`src/rtl/vdp_copper_if.sv`:
```
// vdp_copper_if: copper register-write bus toward the VDP host interface.
// The host drives host_write_pending while a CPU write is in flight.
interface vdp_copper_if;
   logic        cop_write_en;
   logic [5:0]  cop_write_address;
   logic [15:0] cop_write_data;
   logic        host_write_pending;

   modport master (
      output cop_write_en,
      output cop_write_address,
      output cop_write_data,
      input  host_write_pending
   );

   modport slave (
      input  cop_write_en,
      input  cop_write_address,
      input  cop_write_data,
      output host_write_pending
   );
endinterface

```
`src/rtl/vdp_copper.sv`:
```
// vdp_copper: raster-synchronised copper issuing VDP register writes.
// Optional VDP_COPPER_HOST_STALL_EN: hold writes while a CPU write is pending.
module vdp_copper #(
   parameter int RAM_ADDR_WIDTH = 11
) (
   input  logic                      clk,
   input  logic                      reset,
   input  logic                      enable,
   input  logic                      frame_start,
   input  logic [10:0]               raster_x,
   input  logic [9:0]                raster_y,
   output logic [RAM_ADDR_WIDTH-1:0] ram_read_address,
   input  logic [15:0]               ram_read_data,
   output logic                      busy,
   vdp_copper_if.master              wr
);

   typedef enum logic [2:0] {
      S_IDLE,
      S_FETCH,
      S_DECODE,
      S_WAIT_X,
      S_WAIT_Y,
      S_WR_FETCH,
      S_WR_EMIT,
      S_HALT
   } state_t;

   state_t                    state_q, state_d;
   logic [RAM_ADDR_WIDTH-1:0] pc_q, pc_d;
   logic [10:0]               tgt_q, tgt_d;
   logic [5:0]                cnt_q, cnt_d;
   logic [5:0]                reg_q, reg_d;
   logic                      inc_q, inc_d;
   logic [5:0]                wa_q, wa_d;
   logic [15:0]               wd_q, wd_d;
   logic                      stall;

`ifdef VDP_COPPER_HOST_STALL_EN
   assign stall = wr.host_write_pending;
`else
   logic unused_pending;
   assign unused_pending = wr.host_write_pending;
   assign stall = 1'b0;
`endif

   // pc always holds the next word to read, so RAM data lines up one cycle on
   assign ram_read_address     = pc_q;
   assign wr.cop_write_address = wa_q;
   assign wr.cop_write_data    = wd_q;
   assign wr.cop_write_en      = (state_q == S_WR_EMIT) && enable && !stall;
   assign busy = (state_q != S_IDLE) && (state_q != S_HALT);

   always_comb begin
      state_d = state_q;
      pc_d    = pc_q;
      tgt_d   = tgt_q;
      cnt_d   = cnt_q;
      reg_d   = reg_q;
      inc_d   = inc_q;
      wa_d    = wa_q;
      wd_d    = wd_q;
      if (!enable) begin
         state_d = S_IDLE;
      end else if (frame_start) begin
         state_d = S_FETCH;
         pc_d    = '0;
      end else begin
         unique case (state_q)
            S_IDLE: ;
            S_FETCH: begin
               pc_d    = pc_q + 1'b1;
               state_d = S_DECODE;
            end
            S_DECODE: begin
               unique case (ram_read_data[15:14])
                  2'b00: begin
                     tgt_d   = ram_read_data[10:0];
                     state_d = S_WAIT_X;
                  end
                  2'b01: begin
                     tgt_d   = {1'b0, ram_read_data[9:0]};
                     state_d = S_WAIT_Y;
                  end
                  2'b10: begin
                     reg_d   = ram_read_data[5:0];
                     cnt_d   = ram_read_data[11:6];
                     inc_d   = ram_read_data[12];
                     pc_d    = pc_q + 1'b1;
                     state_d = S_WR_FETCH;
                  end
                  default: begin
                     if (ram_read_data[13]) begin
                        state_d = S_HALT;
                     end else begin
                        pc_d    = ram_read_data[RAM_ADDR_WIDTH-1:0];
                        state_d = S_FETCH;
                     end
                  end
               endcase
            end
            S_WAIT_X: begin
               if (raster_x >= tgt_q) state_d = S_FETCH;
            end
            S_WAIT_Y: begin
               if ({1'b0, raster_y} >= tgt_q) state_d = S_FETCH;
            end
            S_WR_FETCH: begin
               wa_d    = reg_q;
               wd_d    = ram_read_data;
               state_d = S_WR_EMIT;
            end
            S_WR_EMIT: begin
               if (!stall) begin
                  if (inc_q) reg_d = reg_q + 6'd1;
                  if (cnt_q == 6'd0) begin
                     state_d = S_FETCH;
                  end else begin
                     cnt_d   = cnt_q - 6'd1;
                     pc_d    = pc_q + 1'b1;
                     state_d = S_WR_FETCH;
                  end
               end
            end
            S_HALT: ;
            default: state_d = S_IDLE;
         endcase
      end
   end

   always_ff @(posedge clk) begin
      if (reset) begin
         state_q <= S_IDLE;
         pc_q    <= '0;
         tgt_q   <= '0;
         cnt_q   <= '0;
         reg_q   <= '0;
         inc_q   <= 1'b0;
         wa_q    <= '0;
         wd_q    <= '0;
      end else begin
         state_q <= state_d;
         pc_q    <= pc_d;
         tgt_q   <= tgt_d;
         cnt_q   <= cnt_d;
         reg_q   <= reg_d;
         inc_q   <= inc_d;
         wa_q    <= wa_d;
         wd_q    <= wd_d;
      end
   end

endmodule

```
`src/flat_wrapper.sv`:
```
// flat-port wrapper written by rule: the top's interface ports become plain ports
module vdp_copper_flat 
#(
   parameter int RAM_ADDR_WIDTH = 11
)
  (clk, reset, enable, frame_start, raster_x, raster_y, ram_read_address, ram_read_data, busy, wr_cop_write_en, wr_cop_write_address, wr_cop_write_data, wr_host_write_pending);
  vdp_copper_if wr_i ();
  input  logic clk;
  input  logic reset;
  input  logic enable;
  input  logic frame_start;
  input  logic [10:0] raster_x;
  input  logic [9:0] raster_y;
  output logic [RAM_ADDR_WIDTH-1:0] ram_read_address;
  input  logic [15:0] ram_read_data;
  output logic busy;
  output wire logic [$bits(wr_i.cop_write_en)-1:0] wr_cop_write_en;
  output wire logic [$bits(wr_i.cop_write_address)-1:0] wr_cop_write_address;
  output wire logic [$bits(wr_i.cop_write_data)-1:0] wr_cop_write_data;
  input wire logic [$bits(wr_i.host_write_pending)-1:0] wr_host_write_pending;
  assign wr_cop_write_en = wr_i.cop_write_en;
  assign wr_cop_write_address = wr_i.cop_write_address;
  assign wr_cop_write_data = wr_i.cop_write_data;
  assign wr_i.host_write_pending = wr_host_write_pending;
  vdp_copper #(.RAM_ADDR_WIDTH(RAM_ADDR_WIDTH)) u_core (.clk(clk), .reset(reset), .enable(enable), .frame_start(frame_start), .raster_x(raster_x), .raster_y(raster_y), .ram_read_address(ram_read_address), .ram_read_data(ram_read_data), .busy(busy), .wr(wr_i));
endmodule
```
`config.mk`:
```
export PLATFORM = sky130hd
export DESIGN_NAME = vdp_copper_flat
export DESIGN_NICKNAME = d
export VERILOG_FILES = /design/src/rtl/vdp_copper_if.sv /design/src/rtl/vdp_copper.sv /design/src/flat_wrapper.sv
export SDC_FILE = /design/constraint.sdc
export NUM_CORES = 1
export LEC_CHECK = 0
export ABC_AREA = 1
export BUFFER_PORTS_ARGS = -buffer_cell sky130_fd_sc_hd__buf_2
export CORE_ASPECT_RATIO = 1.75
export CORE_MARGIN = 3
export CORE_UTILIZATION = 35
export CTS_CLUSTER_SIZE = 10
export DETAILED_ROUTE_END_ITERATION = 16
export HOLD_SLACK_MARGIN = 0.03
export PLACE_DENSITY = 0.52
export RECOVER_POWER = 50
export REMOVE_ABC_BUFFERS = 1
export SYNTH_ARGS = -nofsm -noshare
export SYNTH_HDL_FRONTEND = slang
export SYNTH_SLANG_ARGS = --single-unit
export TNS_END_PERCENT = 20
```
`constraint.sdc`:
```
create_clock -name clk -period 2 [get_ports clk]
set_clock_uncertainty 0.15 [all_clocks]
set_input_delay 0.2 -clock clk [delete_from_list [all_inputs] [get_ports clk]]
set_output_delay 0.2 -clock clk [all_outputs]
set_load 0.005 [all_outputs]
```
==> flow_metrics.py <==
metrics = {
    "clocking": {
        "htree_levels": 3,
        "clk_latency_ns": 0.34,
        "cts_sinks": 60,
        "path_clk_slew_ns": 0.05,
        "cts_tree": "yes",
        "root_buffer": "clkbuf_16",
        "cts_buffer_depth": 2,
        "numCtsBuffers": 9,
    },
    "floorplan": {
        "coreArea_um2": 10000,
        "rows": 48,
        "die_width_um": 83.2,
        "io-pin-count": 77,
        "die_area_um2": 11700,
        "die_h_um": 141,
        "start_util_pct": 36.4,
    },
    "drt": {
        "avgRoutedWirePerCell_um": 14.1,
        "avgViaCountPerCell": 4.91,
        "routed-via-count": 3642,
        "first_pass_iters": 4,
        "final_antenna_net_count": 0,
        "drt_iter0_markers": 181,
        "drt-total-wl_mm": 10.4,
        "drc": 0,
    },
    "yosys": {
        "synth_top_area_share_pct": 32.9,
        "ys_ff_latch": 60,
        "synth_area_um2": 3650,
        "synth-seq-area-share_pct": 32.9,
        "synthCells": 527,
        "avgSynthCellArea_um2": 6.92,
        "synthTopCellsByArea": "dfxtp_1, nand2_1, ha_1, o21ai_0, nor2_1",
        "yosys_warnings": 0,
        "ys_types": 37,
        "synth_top_area_cell": "dfxtp_1",
    },
    "sta": {
        "fin_crit_sh_pct": 97.0,
        "finalHoldViolCount": 0,
        "slew_headroom_pct": 72.2,
        "worstMarginPinSlew_ns": 0.416,
        "fin_ws_ns": 0.0597,
        "fin_crit_ns": 1.94,
        "fmax_ghz": 0.515,
        "drv_slew": 0,
        "rsz0062_at_grt": "yes",
        "finalSetupTns_ns": 0,
        "finalHoldWorstSlack_ns": 0.0386,
        "setup_viol": 0,
    },
    "worst_setup_path": {
        "critPathArrivalTime_ns": 1.59,
        "critPathLaunchType": "register",
        "slowest_delay_ns": 0.47,
        "worstPathRequired_ns": 1.65,
        "cp_cell_sequence": "inv_2 > nand2_2 > nor2_4 > inv_1 > buf_4 > nor2_1 > buf_2",
        "end_kind": "primary output",
        "crit_path_top_delay_cell": "dfxtp_1",
        "critical_path_class": "reg -> out",
        "crit_fanout": 19,
    },
    "layout": {
        "final_cell_mix": "nand2_1, nor2_1, dfxtp_1",
        "fill_cells": 1070,
        "drive_gt1_share_pct": 18.2,
        "diodes": 0,
        "final_common_cell": "nand2_1",
        "stdcell_area_um2": 4550,
        "syn2layout_area_growth_pct": 24.6,
        "fin_nets": 683,
    },
    "global_routing": {
        "grt_pass1_wl_mm": 17.3,
        "grt_max_degree": 41,
        "grt_pass1_vias": 3620,
        "antenna_found_initial": 0,
        "grt_use_total_pct": 18.4,
        "overflow": 0,
    },
    "hold_path": {
        "hp-class": "in -> reg",
    },
    "place": {
        "dp_hpwl_mm": 8.09,
        "dpl_cell_area_um2": 4190,
        "gp_congestion": 0.852,
        "pre_cts_ws_ns": 0.141,
        "io_buffers": 75,
    },
    "power_and_ir_drop": {
        "peakVddDrop_mv": 0.413,
        "total_leakage_power_uw": 0.00202,
        "powerDensity_nw_per_um2": 702,
    },
    "status": {
        "status": "completed",
    },
    "run": {
        "drv_cap": 0,
    },
}
==> through the flow <==
stage	power (uW)	cells	utilization [%]
after global routing	3320	742	45.3
after global placement	1480	722	41.8
after detailed placement	1490	722	41.8
final	3190	742	45.3
after CTS	3220	742	45.6
after floorplan	1370	511	-
==> layout make-up <==
| cell class | count | area (um2) | share of cell area, % |
|---|---|---|---|
| multi-input combinational | 389 | 2150 | 47.2 |
| sequential | 60 | 1200 | 26.4 |
| timing repair buffer | 90 | 470 | 10.3 |
| clock buffer | 11 | 253 | 5.56 |
| inverter | 62 | 233 | 5.12 |
| tap | 125 | 156 | 3.44 |
| clock inverter | 5 | 83.8 | 1.84 |
==> power by group <==
group	switching [uW]	internal [uW]	leakage [uW]	total, uW
logic	159	102	0.00137	260
registers	6.19	1200	0.000484	1210
clock network	564	1160	0.000158	1720
==> cells by family (layout without fill, tap and decap cells) <==
| family | count (synthesis) | after routing | share of synthesized area (%) |
|---|---|---|---|
| compound gates | 123 | 123 | 18.1 |
| xor+xnor | 8 | 8 | 1.92 |
| fa+ha+maj | 29 | 29 | 9.95 |
| buf+inv | 78 | 168 | 8.74 |
| flops | 60 | 60 | 32.9 |
| mux | 1 | 1 | 0.274 |
| simple gates | 228 | 228 | 28.1 |
==> synthesized netlist by cell type <==
master / count
nand2_1: 101
o21ai_1: 1
a21oi_2: 2
mux2i_1: 1
nand4_4: 1
o2111ai_1: 1
buf_2: 3
dfxtp_1: 60
a21oi_1: 51
o21a_1: 1
ha_1: 29
a21boi_0: 1
o21ai_0: 55
nor4_1: 1
inv_2: 6
a31oi_1: 4
o21bai_1: 2
nand2_4: 4
or2_2: 1
xor2_1: 7
nor2_1: 69
nor2_4: 3
nor3_1: 8
a211oi_1: 1
nand3_1: 24
nor2_8: 1
nor2_2: 3
a211oi_2: 1
o21ai_2: 2
nand2_2: 4
clkbuf_1: 8
buf_4: 4
inv_1: 56
buf_6: 1
nand4_1: 8
o22ai_1: 1
xnor2_1: 1
==> worst paths after layout <==
path / to / from / slack (ns) / cells past startpoint
max: wr_cop_write_en / u_core.state_q[0] / 0.06 / 7
min: u_core.reg_q[1] / ram_read_data[1] / 0.04 / 3
max reg2reg: u_core.ram_read_address[2] / u_core.state_q[0] / 0.21 / 8
min reg2reg: u_core.wr.cop_write_data[13] / u_core.wr.cop_write_data[13] / 0.33 / 2
==> per-layer routing <==
layer,track usage [%],up-vias,routed length [um]
met2,34.4,80,5470
met3,3.63,11,423
met5,0,-,0
met1,20.1,1654,4330
met4,6.98,0,202
li1,-,1897,-
==> timing repair <==
action | 4_1_cts | 5_1_grt
hold endpoints to repair | 6 | 0
hold buffers | 4 | 0
setup endpoints to repair | 1 | 4
buffers inserted | 0 | 0
resized for setup | 1 | 3
gates cloned | 0 | 0
==> state kept, by name, summed over array words and instances (netlist names) <==
name,flops
u_core.cnt_q,6
u_core.inc_q,1
u_core.ram_read_address,11
u_core.reg_q,6
u_core.state_q,3
u_core.tgt_q,11
u_core.wr.cop_write_address,6
u_core.wr.cop_write_data,16
==> worst max-delay path, delay by kind of cell, from the launching register on <==
kind / cells / cell delay (ns)
and+or+nand+nor: 3 / 0.26
DFF: 1 / 0.47
buffers and inverters: 4 / 0.54
(Power assumes the default switching activity.)
